## src/rtl/branch_bimodal_ctrl.sv

```systemverilog
// Bimodal predictor control: arbitrates the single datapath PC port between
// fetch-side lookups and buffered execute-side counter updates.
module branch_bimodal_ctrl #(
    parameter int unsigned QUEUE_DEPTH  = 4,
    parameter int unsigned STARVE_LIMIT = 8
) (
    input  logic        clk,
    input  logic        reset,
    input  logic        pred_req_val,
    output logic        pred_req_rdy,
    input  logic [31:0] pred_req_pc,
    output logic        pred_resp_val,
    input  logic        pred_resp_rdy,
    output logic        pred_resp_taken,
    input  logic        upd_req_val,
    output logic        upd_req_rdy,
    input  logic [31:0] upd_req_pc,
    input  logic        upd_req_taken,
    input  logic        upd_req_pred,
    output logic [31:0] dp_pc,
    input  logic        dp_prediction,
    input  logic        dp_upper_reached,
    input  logic        dp_lower_reached,
    output logic        dp_increment_entry,
    output logic        dp_decrement_entry,
    output logic [15:0] mispred_count
);

    localparam int unsigned PW = $clog2(QUEUE_DEPTH);
    localparam int unsigned SW = $clog2(STARVE_LIMIT + 1);
    localparam logic [SW-1:0] STARVE_MAX = SW'(STARVE_LIMIT);
    localparam logic [PW:0] PTR_ONE = {{PW{1'b0}}, 1'b1};

    typedef struct packed {
        logic [31:0] pc;
        logic        taken;
    } upd_entry_t;

    typedef enum logic [1:0] {GntNone, GntPred, GntUpd} grant_e;

    upd_entry_t      fifo_q [QUEUE_DEPTH];
    upd_entry_t      fifo_d [QUEUE_DEPTH];
    logic [PW:0]     wr_ptr_q, wr_ptr_d;
    logic [PW:0]     rd_ptr_q, rd_ptr_d;
    logic [SW-1:0]   starve_q, starve_d;
    logic            resp_val_q, resp_val_d;
    logic            resp_taken_q, resp_taken_d;
    logic [15:0]     mispred_q, mispred_d;

    grant_e          grant;
    upd_entry_t      head;
    logic            fifo_empty, fifo_full;
    logic            pred_elig, upd_elig;
    logic            push, pop;

    // Extra pointer MSB distinguishes full from empty when the indices match.
    assign fifo_empty = (wr_ptr_q == rd_ptr_q);
    assign fifo_full  = (wr_ptr_q[PW] != rd_ptr_q[PW]) &&
                        (wr_ptr_q[PW-1:0] == rd_ptr_q[PW-1:0]);
    assign head       = fifo_q[rd_ptr_q[PW-1:0]];

    always_comb begin
        pred_elig = pred_req_val && (!resp_val_q || pred_resp_rdy);
        upd_elig  = !fifo_empty;

        grant = GntNone;
        if (reset) begin
            if (upd_elig && (!pred_elig || starve_q == STARVE_MAX)) begin
                grant = GntUpd;
            end else if (pred_elig) begin
                grant = GntPred;
            end
        end
    end

    always_comb begin
        pred_req_rdy       = (grant == GntPred);
        upd_req_rdy        = reset && !fifo_full;
        pred_resp_val      = reset && resp_val_q;
        pred_resp_taken    = resp_taken_q;
        mispred_count      = mispred_q;

        dp_pc = pred_req_pc;
        if (grant != GntPred && upd_elig) begin
            dp_pc = head.pc;
        end
        dp_increment_entry = (grant == GntUpd) && head.taken && !dp_upper_reached;
        dp_decrement_entry = (grant == GntUpd) && !head.taken && !dp_lower_reached;
    end

    always_comb begin
        push = upd_req_val && upd_req_rdy;
        pop  = (grant == GntUpd);

        fifo_d   = fifo_q;
        wr_ptr_d = wr_ptr_q;
        rd_ptr_d = rd_ptr_q;
        if (push) begin
            fifo_d[wr_ptr_q[PW-1:0]] = '{pc: upd_req_pc, taken: upd_req_taken};
            wr_ptr_d = wr_ptr_q + PTR_ONE;
        end
        if (pop) begin
            rd_ptr_d = rd_ptr_q + PTR_ONE;
        end

        starve_d = starve_q;
        if (!upd_elig || pop) begin
            starve_d = '0;
        end else if (starve_q != STARVE_MAX) begin
            starve_d = starve_q + SW'(1);
        end

        resp_val_d   = resp_val_q;
        resp_taken_d = resp_taken_q;
        if (grant == GntPred) begin
            resp_val_d   = 1'b1;
            resp_taken_d = dp_prediction;
        end else if (pred_resp_rdy) begin
            resp_val_d = 1'b0;
        end

        mispred_d = mispred_q;
        if (push && (upd_req_taken != upd_req_pred) && (mispred_q != 16'hFFFF)) begin
            mispred_d = mispred_q + 16'd1;
        end
    end

    always_ff @(posedge clk) begin
        fifo_q <= fifo_d;
        if (!reset) begin
            wr_ptr_q     <= '0;
            rd_ptr_q     <= '0;
            starve_q     <= '0;
            resp_val_q   <= 1'b0;
            resp_taken_q <= 1'b0;
            mispred_q    <= '0;
        end else begin
            wr_ptr_q     <= wr_ptr_d;
            rd_ptr_q     <= rd_ptr_d;
            starve_q     <= starve_d;
            resp_val_q   <= resp_val_d;
            resp_taken_q <= resp_taken_d;
            mispred_q    <= mispred_d;
        end
    end

endmodule

```

## config.mk

```make
export PLATFORM = sky130hd
export DESIGN_NAME = branch_bimodal_ctrl
export DESIGN_NICKNAME = d
export VERILOG_FILES = /design/src/rtl/branch_bimodal_ctrl.sv
export SDC_FILE = /design/constraint.sdc
export NUM_CORES = 1
export LEC_CHECK = 0
export ABC_AREA = 1
export BUFFER_PORTS_ARGS = -buffer_cell sky130_fd_sc_hd__buf_2
export CAP_MARGIN = 10
export CORE_MARGIN = 1.5
export CORE_UTILIZATION = 58
export CTS_BUF_LIST = sky130_fd_sc_hd__clkbuf_4
export CTS_CLUSTER_SIZE = 30
export DETAILED_ROUTE_END_ITERATION = 10
export MAX_ROUTING_LAYER = met4
export PLACE_DENSITY_LB_ADDON = 0.3
export SETUP_SLACK_MARGIN = 0.2
export SLEW_MARGIN = 10
export SYNTH_ARGS = -nofsm -noshare
export SYNTH_HDL_FRONTEND = slang
export SYNTH_SLANG_ARGS = --single-unit
```

## constraint.sdc

```tcl
create_clock -name clk -period 3.3 [get_ports clk]
set_clock_uncertainty 0.1 [all_clocks]
set_input_delay 0.33 -clock clk [delete_from_list [all_inputs] [get_ports clk]]
set_output_delay 0.33 -clock clk [all_outputs]
set_load 0.01 [all_outputs]
```

==> results.py <==
metrics = {
    "status": {
        "outcome": "completed",
    },
    "pwr": {
        "seqPwrFrac_pct": 50.1,
        "p_switching_w": 0.00136,
        "p_leak_nw": 3.32,
        "clkPwrFrac_pct": 27.0,
        "total_power_w": 0.00453,
        "peakVddDrop_v": 0.000399,
        "switching_share_pct": 30.0,
        "p_int_w": 0.00317,
        "p_per_area_mw_per_mm2": 531,
        "combPwrFrac_pct": 22.9,
    },
    "placed_design": {
        "io_buffers": 127,
        "place_ws_ps": 795,
        "dpl_cell_area_mm2": 0.00786,
        "place_congestion": 0.841,
        "hpwl_um": 10400,
    },
    "synth": {
        "synth_top_area_cell": "edfxtp_1",
        "syn_inst": 681,
        "netlist_area_mm2": 0.00704,
        "synth_seq_area_share_pct": 64.3,
        "synth_area_leaders": "edfxtp_1 (56%), dfxtp_1 (8.0%), nand2_1 (6.4%)",
        "ys_ff_latch": 160,
        "yosysMostFrequentCell": "edfxtp_1",
        "synth_edf_count": 132,
        "synth_nets": 763,
        "synth_common_cells": "edfxtp_1 (132), nand2_1 (121), nor2_1 (97)",
        "ys_types": 36,
        "synth-async-reset-ratio_pct": 0,
        "synthFlopType": "edfxtp_1",
        "synth_top_area_share_pct": 56.3,
        "ys_warn_count": 0,
        "avgSynthCellArea_um2": 10.3,
    },
    "grt": {
        "groute.usage.overall_pct": 27.7,
        "antenna_found_initial": 0,
        "grt_max_degree": 41,
        "grt_overflow": 0,
        "grt_pass1_vias": 5448,
        "grt_pass1_wl_um": 26500,
    },
    "route": {
        "drt-initial-drc-count": 529,
        "finalWirelength_um": 16900,
        "remaining_drc_errors": 0,
        "via_count": 5684,
        "ant_nets": 0,
        "dr.pass1.iters": 5,
        "via_per_inst": 5.70,
        "wire_per_inst_um": 17.0,
    },
    "cts": {
        "cts_buffer_depth": 2,
        "cts.clk_slew.worst_paths_ps": 140,
        "cts-htree-levels": 4,
        "cts_tree": "done",
        "root_buffer": "clkbuf_4",
        "clk_latency_ps": 560,
        "cts_sinks": 160,
        "numCtsBuffers": 17,
    },
    "floorplan": {
        "io_pins": 128,
        "core_area_mm2": 0.0119,
        "start_util_pct": 59.1,
        "die_w_um": 113,
        "die_area_mm2": 0.0128,
        "core.rowCount": 40,
        "die_h_um": 113,
    },
    "sta": {
        "setup_viol_count_final": 0,
        "rsz0062_at_grt": "false",
        "timing.final.crit_period_ps": 2960,
        "finalHoldViolations": 0,
        "fin_crit_sh_pct": 89.7,
        "maxSlewViolCount": 0,
        "fmax_mhz": 338,
        "tightest_slew_ps": 716,
        "max_slew_margin_pct": 52.1,
        "finalWorstSetupSlack_ps": 340,
        "tns_ps": 0,
    },
    "run": {
        "cap_violations": 0,
    },
    "setup_path": {
        "crit_required_ps": 2870,
        "crit_type": "flop to primary output",
        "path_max_fanout": 20,
        "worstPathArrival_ps": 2530,
        "cp-start-kind": "flop",
        "crit_path_end_kind": "primary output",
    },
    "final_layout": {
        "fin_nets": 920,
        "area_growth_pct": 21.0,
        "drive_gt1_share_pct": 22.1,
        "antennaDiodeCount": 0,
        "design_area_mm2": 0.00852,
    },
    "hold_path": {
        "hp-class": "primary input to flop",
    },
}
## routing by layer
layer	wire, µm	track usage, %
met1	6900	34.8
met2	8510	44.6
met3	1150	5.52
met4	387	11.2
met5	0	-
## sequential cells by signal (all words and copies together), names as in the netlist
register and flops:
mispred_count 16, starve_q 4, fifo_q 132, wr_ptr_q 3
pred_resp_taken 1, rd_ptr_q 3, resp_val_q 1
## through the flow
step,hold slack (ps),util (%),cells
finish,59.0,71.5,998
global placement,343,65.9,931
global route,35.2,71.5,998
detailed placement,357,65.9,931
CTS,15.9,71.5,998
floorplan,325,-,681
## critical path, stage by stage (launching register included)
cell	delay (ps)
dfxtp_1	410
inv_1	60
ha_1	210
nand3_1	130
nand2_1	90
nand2_2	140
nand3_4	250
buf_4	320
nand3_1	150
nand2_1	70
buf_2	140
## power groups by stage
stage | registers, W | logic, W | clock network [W]
after floorplan | 0.00231 | 0.000628 | 0
after global placement | 0.00231 | 0.000944 | 0
after detailed placement | 0.00231 | 0.000976 | 0
after CTS | 0.00227 | 0.00102 | 0.00124
after global routing | 0.00227 | 0.00113 | 0.00132
final | 0.00227 | 0.00104 | 0.00122
## cell type report
cell class,count,area [µm²]
Clock buffer,22,165
Clock inverter,10,138
Fill cell,851,3390
Inverter,34,128
Multi-Input combinational cell,450,2260
Sequential cell,160,4530
Tap cell,147,184
Timing Repair Buffer,175,1120
## final timing paths
kind / startpoint / to / slack [ps] / cells past startpoint
max reg2reg: mispred_count[0] / mispred_count[0] / 800 / 9
min reg2reg: wr_ptr_q[2] / wr_ptr_q[2] / 370 / 1
max: starve_q[0] / dp_pc[18] / 340 / 10
min: reset / wr_ptr_q[2] / 60 / 3
## cells in the final DEF (no fill, tap or decap), types with 2 or more instances in the layout
cell type      netlist  layout
nand3_4              2       2
edfxtp_1           132     132
ha_1                 8       8
nand4_1              6       6
nand3b_1             2       2
dfxtp_2              0       2
clkinv_1             1       2
o21ai_0             81      81
xor2_1               6       6
buf_2                5     127
inv_1               32      31
buf_12               0       3
o22ai_1             32      32
dfxtp_1             28      26
bufinv_16            0       3
clkinvlp_4           0       4
nor2_1              97      93
a21oi_1             17      17
inv_2                1       2
o21bai_1             2       2
nand3_1             58      58
dlygate4sd3_1        0      35
nand2_1            121     121
nor3_1               3       3
nor2_4               1       5
clkbuf_4             0      22
xnor2_1              4       4
buf_4                1      10
## repair_timing
action / 4_1_cts / 5_1_grt
hold buffers: 35 / 0
buffers inserted: 0 / 0
gates resized for setup: 2 / 0
hold endpoints to repair: 134 / 0
endpoints found under the setup margin: 32 / 0
## cells by family after synthesis
logic type | synth area share (%)
compound gates | 10.3
xor+xnor | 1.47
fa+ha+maj | 1.42
buf+inv | 4.26
flops | 64.3
simple gates | 18.3
Power figures use the tool's default switching activity.
